<file path="src/rtl/sa_cg_pkg.sv">
// Shared types and constants for the SA clock-gate enable controller.
package sa_cg_pkg;

  typedef enum logic [1:0] {
    ST_ON        = 2'd0,
    ST_COUNTDOWN = 2'd1,
    ST_OFF       = 2'd2,
    ST_WAKE      = 2'd3
  } cg_state_e;

  // Clock runs and is reported settled straight out of reset.
  localparam logic CG_EN_RST    = 1'b1;
  localparam logic WAKE_ACK_RST = 1'b1;

endpackage

</file>
<file path="src/rtl/sa_cg_stat_cnt.sv">
// Saturating event counter with synchronous clear; clear beats increment.
module sa_cg_stat_cnt #(
  parameter int W = 16
) (
  input  logic         clk,
  input  logic         rst_n,
  input  logic         clr,
  input  logic         inc,
  output logic [W-1:0] count
);

  logic [W-1:0] count_q, count_d;

  always_comb begin
    count_d = count_q;
    if (clr) begin
      count_d = '0;
    end else if (inc && !(&count_q)) begin
      count_d = count_q + W'(1);
    end
  end

  always_ff @(posedge clk or negedge rst_n) begin
    if (!rst_n) begin
      count_q <= '0;
    end else begin
      count_q <= count_d;
    end
  end

  assign count = count_q;

endmodule

</file>
<file path="src/rtl/sa_clkgate_ctrl.sv">
// Gate-enable controller: idle hysteresis before gating, fixed settle delay
// on wake before acknowledging, plus a saturating gated-cycle statistic.
module sa_clkgate_ctrl
  import sa_cg_pkg::*;
#(
  parameter int CNT_W    = 8,
  parameter int WAKE_DLY = 2,
  parameter int STAT_W   = 16
) (
  input  logic              sa_core_clk,
  input  logic              sa_core_rstn,
  input  logic              cfg_force_on,
  input  logic [CNT_W-1:0]  cfg_idle_dly,
  input  logic              busy,
  input  logic              wake_req,
  output logic              wake_ack,
  input  logic              test_mode,
  output logic              cg_en,
  output logic              cg_te,
  input  logic              stat_clr,
  output logic [STAT_W-1:0] stat_gated_cycles
);

  localparam logic [CNT_W-1:0] CNT_ONE   = CNT_W'(1);
  localparam logic [CNT_W-1:0] WAKE_LOAD = CNT_W'(WAKE_DLY);

  cg_state_e        state_q, state_d;
  logic [CNT_W-1:0] cnt_q, cnt_d;
  logic             cg_en_q, cg_en_d;
  logic             wake_ack_q, wake_ack_d;
  logic             wake;
  logic             gated;

  assign wake  = busy | wake_req | cfg_force_on;
  assign cg_te = test_mode;

  always_comb begin
    state_d = state_q;
    cnt_d   = cnt_q;
    case (state_q)
      ST_ON: begin
        if (!wake) begin
          if (cfg_idle_dly == '0) begin
            state_d = ST_OFF;
          end else begin
            state_d = ST_COUNTDOWN;
            cnt_d   = cfg_idle_dly;
          end
        end
      end
      ST_COUNTDOWN: begin
        // A wake on the final countdown edge still wins over gating.
        if (wake) begin
          state_d = ST_ON;
        end else if (cnt_q <= CNT_ONE) begin
          state_d = ST_OFF;
        end else begin
          cnt_d = cnt_q - CNT_ONE;
        end
      end
      ST_OFF: begin
        if (wake) begin
          if (WAKE_DLY == 0) begin
            state_d = ST_ON;
          end else begin
            state_d = ST_WAKE;
            cnt_d   = WAKE_LOAD;
          end
        end
      end
      ST_WAKE: begin
        // Settle delay always runs to completion, wake is not re-checked here.
        if (cnt_q <= CNT_ONE) begin
          state_d = ST_ON;
        end else begin
          cnt_d = cnt_q - CNT_ONE;
        end
      end
      default: state_d = ST_ON;
    endcase

    cg_en_d    = (state_d != ST_OFF);
    wake_ack_d = (state_d == ST_ON) || (state_d == ST_COUNTDOWN);
  end

  always_ff @(posedge sa_core_clk or negedge sa_core_rstn) begin
    if (!sa_core_rstn) begin
      state_q    <= ST_ON;
      cnt_q      <= '0;
      cg_en_q    <= CG_EN_RST;
      wake_ack_q <= WAKE_ACK_RST;
    end else begin
      state_q    <= state_d;
      cnt_q      <= cnt_d;
      cg_en_q    <= cg_en_d;
      wake_ack_q <= wake_ack_d;
    end
  end

  assign cg_en    = cg_en_q;
  assign wake_ack = wake_ack_q;
  assign gated    = ~cg_en_q;

  sa_cg_stat_cnt #(
    .W (STAT_W)
  ) u_stat (
    .clk   (sa_core_clk),
    .rst_n (sa_core_rstn),
    .clr   (stat_clr),
    .inc   (gated),
    .count (stat_gated_cycles)
  );

endmodule

</file>
<file path="config.mk">
export PLATFORM = sky130hd
export DESIGN_NAME = sa_clkgate_ctrl
export DESIGN_NICKNAME = d
export VERILOG_FILES = /design/src/rtl/sa_cg_pkg.sv /design/src/rtl/sa_cg_stat_cnt.sv /design/src/rtl/sa_clkgate_ctrl.sv
export SDC_FILE = /design/constraint.sdc
export NUM_CORES = 1
export LEC_CHECK = 0
export ABC_AREA = 0
export ABC_CLOCK_PERIOD_IN_PS = 3900
export CAP_MARGIN = 20
export CORE_MARGIN = 4
export CORE_UTILIZATION = 50
export CTS_CLUSTER_DIAMETER = 200
export DETAILED_ROUTE_END_ITERATION = 16
export GPL_TIMING_DRIVEN = 0
export PLACE_DENSITY = 0.79
export SYNTH_ARGS = -nofsm -noshare
export SYNTH_HDL_FRONTEND = slang
export SYNTH_SLANG_ARGS = --single-unit
</file>
<file path="constraint.sdc">
create_clock -name sa_core_clk -period 3.9 [get_ports sa_core_clk]
set_clock_uncertainty 0.1 [all_clocks]
set_input_delay 1.17 -clock sa_core_clk [delete_from_list [all_inputs] [get_ports sa_core_clk]]
set_output_delay 1.17 -clock sa_core_clk [all_outputs]
set_load 0.005 [all_outputs]
</file>
==> results of run 1 <==
layer usage:
metal | vias up | track usage [%] | wire length, um
met5 | - | 0 | 0
li1 | 747 | - | -
met4 | 0 | 5.57 | 16
met3 | 2 | 2.36 | 176
met1 | 768 | 23.3 | 1730
met2 | 41 | 37.1 | 2130
final cells by class:
type / instances / share of cell area, %
plain buffers: 6 / 1.61
clock buffers: 4 / 1.66
inverters: 9 / 1.55
multi-input cells: 139 / 44.3
flip-flops and latches: 28 / 32.2
well taps: 46 / 2.64
repair buffers: 33 / 15.9
report_power, final:
group          internal (mW)  switching [mW]
registers              0.348          0.0636
logic                  0.161           0.219
clock network         0.0571          0.0877
stage by stage:
step	total power, mW	worst slack (ns)	util, %
finish	0.936	0.901	65.4
floorplan	0.677	1.35	-
global placement	0.769	0.755	63.4
CTS	0.937	0.897	65.4
detailed placement	0.793	0.737	64.3
global route	1.00	0.882	65.4
flip-flops by register name, indices dropped and copies added (netlist names):
register / flops
u_stat.count: 16
cg_en: 1
cnt_q: 8
state_q: 2
wake_ack: 1
worst paths after layout:
check                                                   end  slack, ns  cells after the start
worst max-delay path                                  cg_te       0.90                      2
worst min-delay path                   cnt_q[7]$_DFFE_PN0P_       0.48                      1
worst max register to register         cnt_q[5]$_DFFE_PN0P_       1.84                      6
worst min register to register         cnt_q[7]$_DFFE_PN0P_       0.48                      1
max in group asynchronous                   cg_en$_DFF_PN1_       1.91                      2
min in group asynchronous       u_stat.count[8]$_DFFE_PN0P_       1.16                      1
layout by cell type, fill, tap and decap left out, drive strengths merged, types with 4 or more instances in the layout:
master         count
nor4               6
nor2              25
dfrtp             26
and3               4
nand3              5
a21oi              7
inv                9
xnor2              7
o21ai             11
xor2               7
nand2             16
clkdlybuf4s50     32
buf                5
clkbuf             6
logic make-up after synthesis:
group	Yosys count	share of synthesized area, %
AND/OR/NAND/NOR	77	26.3
AO/OA/AOI/OAI	43	18.9
flip-flops	28	40.4
buffers and inverters	15	3.96
XOR/XNOR	14	7.05
adder cells (fa/ha/maj)	3	2.16
multiplexers	2	1.15
==> metrics.txt, run 1 <==
origin of the critical flop-to-flop path=cnt_q[0]$_DFFE_PN0P_; number of synthesized flops with an enable pin=0; placed cells=261; part of the cycle the worst path needs=76.9%; worst vdd ir=0.259 mV; Fin Hold WS=0.478 ns; leakage power=0.882 nW; Hold Crit Class=reg -> reg; Syn Nets=200; Area after DPL=0.00214 sq mm; register area=703 sq um; area of the multi-input gates=967 sq um; CP max-delay cell=clkdlybuf4s50_1; Mapped Cells=182; async set or reset register ratio after synthesis=100%; routability congestion estimate from global placement=about 0.87; row cnt=21; P&R area growth vs syn=25.4%; flops & latches, synth=28; # fillers=between 300 and 400; Die Span X=67.0 um; routed wire length=4.06 mm; Max Buffers Root-to-Sink=2; Non-Filler Instances=265; worst path cell trace=buf_4 -> clkdlybuf4s50_1; CTS buffer count=3; RSZ-0062 raised after global routing=false; diode count=0; nets=about 240; post-route cell area=approximately 0.0022 sq mm; max-cap viol count=0; CP required=2.63 ns; status=finished clean; average cell area after synthesis=9.56 sq um; Setup Buffers After CTS=0; Worst-path clk slew=0.16 ns; CTS root buffer=clkbuf_4; crit path launch type=input pin; area share of the largest cell type after synthesis=37.4%; initial core utilization=52.1%; vias in the first global route=roughly 1600; commonest cells in the netlist=dfrtp_1, nor2_1, nand2_1, o21ai_1; pwr dens=429 mW/mm^2; clock latency on the worst-skew pair=0.33 ns; vias=1558; top-count cell post-synth=dfrtp_1; Hold Buf Count CTS=0; drt drc=0; final worst path period need=3.00 ns; GRT Util Overall=between 10% and 20%; Syn. warnings=0; Final Setup Violations=0; first-pass GRT wire length=6.91 mm; Port Buf Inserts=32; Iteration-0 DRC Markers=85; vias per cell=5.88; CP startpoint=test_mode; Fmax=0.333 GHz; Final Hold Viols=0; register area share after synthesis=around two fifths; I/O pins=34; pin count of the biggest net entering global routing=16; Setup Total Neg Slack=0 ns; Mapped Area=0.00174 sq mm; CTS tree=yes; Synth area leaders=dfrtp_1, nor2_1, xnor2_1; Yosys top cell by area=dfrtp_1; Crit path max-delay family=buffers and inverters; WL per Instance=about 15 um; hold_sp=cnt_q[7]$_DFFE_PN0P_; CP bufs+invs=2; DIE AREA=about 0.0045 sq mm; Distinct cells, synth=between 50 and 60; initial antenna violation count=0; critical path endpoint category=output pin; DP HPWL=around 3.2 mm; arrival time at the worst endpoint=1.73 ns; CTS sink count=28; count of pins over their slew limit=0; drt pass-1 iters=4; Critical Path Max Stage Delay=0.48 ns; Worst Tran Pin Value=0.759 ns; global route overflow=0; core area=0.00334 sq mm; H-Tree Level Count=1; kind of critical path=in -> out; Resized Gates After CTS=0; Post-synth top flop=dfrtp_1; die outline height=around 67 um; share of post-route cells with drive strength above 1=10.5%; Max-slew headroom=49.2%; Worst Path Max Fanout=1; post-route ant nets=0
(Power assumes the default switching activity.)
==> inputs of run 2 (changes only) <==
--- a/config.mk
+++ b/config.mk
@@ -6,14 +6,14 @@
 export NUM_CORES = 1
 export LEC_CHECK = 0
 export ABC_AREA = 0
-export ABC_CLOCK_PERIOD_IN_PS = 3900
+export ABC_CLOCK_PERIOD_IN_PS = 2700
 export CAP_MARGIN = 20
 export CORE_MARGIN = 4
-export CORE_UTILIZATION = 50
+export CORE_UTILIZATION = 46
 export CTS_CLUSTER_DIAMETER = 200
 export DETAILED_ROUTE_END_ITERATION = 16
 export GPL_TIMING_DRIVEN = 0
-export PLACE_DENSITY = 0.79
+export PLACE_DENSITY = 0.76
 export SYNTH_ARGS = -nofsm -noshare
 export SYNTH_HDL_FRONTEND = slang
 export SYNTH_SLANG_ARGS = --single-unit
==> constraint.sdc (replaced) <==
create_clock -name sa_core_clk -period 2.7 [get_ports sa_core_clk]
set_clock_uncertainty 0.1 [all_clocks]
set_input_delay 0.81 -clock sa_core_clk [delete_from_list [all_inputs] [get_ports sa_core_clk]]
set_output_delay 0.81 -clock sa_core_clk [all_outputs]
set_load 0.005 [all_outputs]
==> metrics.txt, run 2 (synthesis gave the netlist of run 1 again) <==
status=finished clean; die outline height=69.5 um (+3.8%); Final Setup Violations=0 (unchanged); Worst-path clk slew=0.10 ns (-0.06 ns); Worst Tran Pin Value=0.537 ns (-0.222 ns); # fillers=320 (+3.6%); leakage power=0.891 nW (+1.1%); Clock Power Share=23.3% (+7.8 points); most common cell after layout, fill and taps aside=clkdlybuf4s50_1; hold depth=1 (unchanged); row cnt=22 (+4.8%); Hold Crit Class=reg -> reg; Resized Gates After CTS=0 (unchanged); Max Buffers Root-to-Sink=2 (unchanged); share of post-route cells with drive strength above 1=10.5% (unchanged); DIE AREA=0.00483 sq mm (+7.7%); diode count=0 (unchanged); clock latency on the worst-skew pair=0.28 ns (-0.05 ns); Critical Path Max Stage Delay=0.48 ns (about the same); CTS tree=yes; initial antenna violation count=0 (unchanged); Final Core Density=60.3% (-5.1 points); routed wire length=3.88 mm (-4.3%); Max-slew headroom=63.9% (+15 points); Flop pwr share=40.0% (-3.9 points); Hold Buf Count CTS=0 (unchanged); worst r2r path cells=6 (unchanged); placed cells=263 (+0.77%); I/O pins=34 (unchanged); Worst Path Max Fanout=10 (+9); CP required=2.78 ns (+0.15 ns); global route overflow=0 (unchanged); P&R area growth vs syn=26.8%; Crit Reg-Reg Endpoint=cnt_q[5]$_DFFE_PN0P_; CP max-delay cell=clkdlybuf4s50_1; critical path endpoint category=flip-flop; Largest register FFs=16 (unchanged); Setup Buffers After CTS=0 (unchanged); CTS buffer count=3 (unchanged); Final Hold Viols=0 (unchanged); Iteration-0 DRC Markers=123 (+45%); vias in the first global route=1530 (-4.2%); pin count of the biggest net entering global routing=21 (+5); Non-Filler Instances=267 (+0.75%); RSZ-0062 raised after global routing=false; post-route ant nets=0 (unchanged); part of the cycle the worst path needs=between 90% and 100%; Port Buf Inserts=32 (unchanged); CTS sink count=28 (unchanged); vias=1503 (-3.5%); worst path cell trace=clkdlybuf4s50_1 -> nor4_4 -> a21oi_2 -> o311ai_4 -> buf_6 -> nor2_1 -> a211o_1; count of pins over their slew limit=0 (unchanged); pwr dens=668 mW/mm^2 (+56%); origin of the critical flop-to-flop path=cnt_q[0]$_DFFE_PN0P_; Die Span X=69.5 um (+3.8%); WL per Instance=14.5 um (-5.0%); H-Tree Level Count=1 (unchanged); Sw Ratio=36.8% (-2.8 points); CTS root buffer=clkbuf_8; first-pass GRT wire length=6.67 mm (-3.4%); R2R Setup Slk=0.73 ns (-1.11 ns); final worst path period need=2.49 ns; commonest non-fill, non-tap cells in the layout=clkdlybuf4s50_1, dfrtp_1, nor2_1, nand2_1, o21ai_1; initial core utilization=47.5% (-4.6 points); core area=0.00366 sq mm (+9.7%); max-cap viol count=0 (unchanged); arrival time at the worst endpoint=2.57 ns (+0.84 ns); crit path launch type=input pin; kind of critical path=in -> reg; Sw Pwr=0.542 mW (+46%); nets=238 (unchanged); Worst Hold End=cnt_q[7]$_DFFE_PN0P_; Fmax=0.401 GHz; drt pass-1 iters=4 (unchanged); routability congestion estimate from global placement=0.836 (-4.1%); Setup Total Neg Slack=0 ns (unchanged); worst vdd ir=0.558 mV (+120%); vias per cell=5.63 (-4.3%); DP HPWL=2.92 mm (-9.7%); P_int=0.932 mW (+65%); Comb pwr share=36.7% (-3.9 points); hold_sp=cnt_q[7]$_DFFE_PN0P_; GRT Util Overall=16.6% (-3.2 points); drt drc=0 (unchanged)
[run 2: cell types whose count changed in the layout (fill, tap and decap cells not counted)]
| cell | before | now |
|---|---|---|
| buf_16 | 1 | 0 |
| buf_8 | 0 | 1 |
| bufinv_16 | 0 | 1 |
| clkbuf_4 | 3 | 0 |
| clkbuf_8 | 1 | 3 |
[run 2: area by class of cell]
| class | instances | area, sq um | share of cell area (%) |
|---|---|---|---|
| inverter | 9 | 33.8 | 1.53 |
| timing repair buffer | 33 | 335 | 15.2 |
| clock inverter | 1 | 30.0 | 1.36 |
| clock buffer | 3 | 41.3 | 1.87 |
| tap | 48 | 60.1 | 2.72 |
| multi-input combinational | 139 | 967 | 43.8 |
| sequential | 28 | 703 | 31.9 |
| buffer | 6 | 35.0 | 1.59 |
[run 2: how the worst max path moves through the flow]
stage                    startpoint                    to  slack, ns  cells past startpoint
floorplan                  wake_req  cnt_q[7]$_DFFE_PN0P_       0.53                      5
global placement    cfg_idle_dly[3]  cnt_q[7]$_DFFE_PN0P_      -0.09                      7
detailed placement  cfg_idle_dly[3]  cnt_q[7]$_DFFE_PN0P_      -0.09                      7
CTS                 cfg_idle_dly[3]  cnt_q[7]$_DFFE_PN0P_       0.22                      7
global route        cfg_idle_dly[3]  cnt_q[7]$_DFFE_PN0P_       0.12                      7
finish              cfg_idle_dly[3]  cnt_q[7]$_DFFE_PN0P_       0.21                      7
[run 2: stage by stage]
step                power (mW)  hold slack [ns]  setup WS, ns  instance area, sq um
finish                    1.47            0.456         0.206                  2210
global route              1.58            0.485         0.122                  2210
CTS                       1.47            0.458         0.217                  2210
detailed placement        1.13            0.433       -0.0885                  2130
global placement          1.12            0.433       -0.0940                  2120
floorplan                0.978            0.403         0.530                  1740
[run 2: worst max-delay path, delay by kind of cell]
family / cells / cell delay, ns
compound gates: 3 / 0.64
simple gates: 2 / 0.45
buf+inv: 2 / 0.68
[run 2: layer usage]
metal	GRT usage (%)	vias up	part of all wire (%)
met5	0	-	0
met3	4.20	2	6.0
met1	20.5	709	44
met2	29.2	48	50
met4	3.25	0	0.33
li1	-	744	-
[run 2: power by group through the flow]
| stage | logic, mW | registers, mW | clock network [mW] |
|---|---|---|---|
| 6_report | 0.541 | 0.589 | 0.344 |
| 5_1_grt | 0.609 | 0.602 | 0.366 |
| 4_1_cts | 0.536 | 0.588 | 0.348 |
| 3_5_place_dp | 0.535 | 0.594 | 0 |
| 3_3_place_gp | 0.526 | 0.596 | 0 |
| 2_1_floorplan | 0.401 | 0.577 | 0 |
==> inputs of run 3 (changes only) <==
--- a/config.mk
+++ b/config.mk
@@ -8,12 +8,12 @@
 export ABC_AREA = 0
 export ABC_CLOCK_PERIOD_IN_PS = 2700
 export CAP_MARGIN = 20
-export CORE_MARGIN = 4
 export CORE_UTILIZATION = 46
 export CTS_CLUSTER_DIAMETER = 200
 export DETAILED_ROUTE_END_ITERATION = 16
 export GPL_TIMING_DRIVEN = 0
 export PLACE_DENSITY = 0.76
+export SETUP_SLACK_MARGIN = 0.15
 export SYNTH_ARGS = -nofsm -noshare
 export SYNTH_HDL_FRONTEND = slang
 export SYNTH_SLANG_ARGS = --single-unit
==> metrics.txt, run 3 (synthesis gave the netlist of run 1 again) <==
status=finished clean; CTS root buffer=clkbuf_8; CTS tree=yes; most common cell after layout, fill and taps aside=clkdlybuf4s50_1; worst r2r path cells=7 (+1); Iteration-0 DRC Markers=112 (-8.9%); pre-CTS WS=-0.114 ns (-0.0251 ns); core area=0.00347 sq mm (-5.3%); initial antenna violation count=0 (unchanged); Port Buf Inserts=32 (unchanged); critical path endpoint category=flip-flop; max-cap viol count=0 (unchanged); Max-slew headroom=57.2% (-6.7 points); setup ws final=0.185 ns (-0.0212 ns); Hold Crit Class=reg -> reg; Largest register FFs=16 (unchanged); post-route ant nets=0 (unchanged); WL per Instance=15.1 um (+3.8%); CTS sink count=28 (unchanged); P&R area growth vs syn=27.8%; Final Hold Viols=0 (unchanged); drt drc=0 (unchanged); CP required=2.76 ns (-0.02 ns); Worst Tran Pin Value=0.640 ns (+0.103 ns); met1 usage=23.9% (+3.4 points); placed cells=261 (-0.76%); global route overflow=0 (unchanged); arrival time at the worst endpoint=2.58 ns (about the same); pwr dens=629 mW/mm^2 (-5.9%); H-Tree Level Count=1 (unchanged); share of post-route cells with drive strength above 1=11.7% (+1.2 points); GRT Util Overall=20.8% (+4.2 points); count of pins over their slew limit=0 (unchanged); drt pass-1 iters=4 (unchanged); crit path launch type=input pin; DIE AREA=0.00403 sq mm (-17%); vias per cell=5.84 (+3.8%); nets=241 (+1.3%); Final Setup Violations=0 (unchanged); post-route total power=1.40 mW (-5.2%); leakage power=0.917 nW (+2.9%); Die Span X=63.5 um (-8.6%); Fmax=0.398 GHz (-0.84%); CTS buffer count=3 (unchanged); GR Util met3=1.99% (-2.2 points); Area after DPL=0.00214 sq mm (+0.47%); final worst path period need=2.51 ns (+0.0212 ns); pin count of the biggest net entering global routing=19 (-9.5%); Worst Path Max Fanout=7 (-3); die outline height=63.5 um (-8.6%); hold depth=1 (unchanged); row cnt=21 (-4.5%); I/O pins=34 (unchanged); Final Core Density=64.1% (+3.8 points); RSZ-0062 raised after global routing=false; Non-Filler Instances=268 (+0.37%); diode count=0 (unchanged); vias in the first global route=1532 (+0.13%); commonest non-fill, non-tap cells in the layout=clkdlybuf4s50_1, dfrtp_1, nor2_1, nand2_1, o21ai_1; Max Buffers Root-to-Sink=2 (unchanged); part of the cycle the worst path needs=93.1% (+0.79 points); met2 Use GR=39.1% (+9.9 points); Worst-path clk slew=0.09 ns (about the same); kind of critical path=in -> reg; worst vdd ir=0.376 mV (-33%); DP HPWL=3.04 mm (+4.3%); vias=1566 (+4.2%); first-pass GRT wire length=6.69 mm (+0.21%); initial core utilization=50.1% (+2.6 points); routed wire length=4.04 mm (+4.2%); clock latency on the worst-skew pair=0.27 ns (about the same); busiest grt layer=met2; post-route cell area=0.00222 sq mm (+0.74%); Hold Buf Count CTS=0 (unchanged); routability congestion estimate from global placement=0.891 (+6.6%)
run 3: changes by cell type in the layout (fill, tap and decap cells not counted):
cell | before | now
a211oi_1 | 2 | 1
a211oi_2 | 1 | 2
buf_16 | 0 | 1
buf_4 | 1 | 4
buf_8 | 1 | 0
bufinv_16 | 1 | 0
clkbuf_1 | 2 | 3
clkdlybuf4s50_1 | 32 | 30
dlymetal6s2s_1 | 0 | 2
run 3: where the power goes:
part | total (mW) | internal [mW] | switching, mW
sequential | 0.592 | 0.502 | 0.0895
clock | 0.233 | 0.106 | 0.127
combinational | 0.573 | 0.248 | 0.324
run 3: worst paths after layout:
path                                      start  slack (ns)                          end
max                             cfg_idle_dly[5]        0.19         cnt_q[7]$_DFFE_PN0P_
min                        cnt_q[7]$_DFFE_PN0P_        0.46         cnt_q[7]$_DFFE_PN0P_
max reg2reg                cnt_q[0]$_DFFE_PN0P_        0.67         cnt_q[6]$_DFFE_PN0P_
min reg2reg                cnt_q[7]$_DFFE_PN0P_        0.46         cnt_q[7]$_DFFE_PN0P_
max in group asynchronous          sa_core_rstn        1.17  u_stat.count[6]$_DFFE_PN0P_
min in group asynchronous          sa_core_rstn        0.83  u_stat.count[3]$_DFFE_PN0P_
run 3: worst max-delay path, cell delays in order:
cell	delay, ns
clkdlybuf4s50_1	0.48
nor4_4	0.36
a21oi_2	0.13
o311ai_4	0.36
buf_6	0.17
nor2_1	0.05
a211o_1	0.22
run 3: final cells by class:
class | count | area [sq um]
Fill cell | 304 | 1250
Multi-Input combinational cell | 139 | 972
Sequential cell | 28 | 703
Timing Repair Buffer | 36 | 375
Tap cell | 46 | 57.6
Clock buffer | 4 | 45.0
Buffer | 6 | 35.0
Inverter | 9 | 33.8
run 3: layer usage:
layer  vias to the layer above  part of all wire, %
li1                        753                    -
met1                       751                   40
met2                        56                   54
met3                         6                  4.5
met4                         0                  1.5
met5                         -                    0
run 3: what timing repair did:
action / CTS / global route
buffers inserted: 0 / 3
endpoints found under the setup margin: 0 / 4
gates resized for setup: 0 / 3
hold endpoints to repair: 0 / 0
run 3: per-stage QoR:
step | hold WS [ns] | setup TNS, ns
final | 0.461 | 0
after global routing | 0.484 | 0
after CTS | 0.458 | 0
after detailed placement | 0.436 | -0.180
after global placement | 0.427 | -0.0713
after floorplan | 0.403 | 0
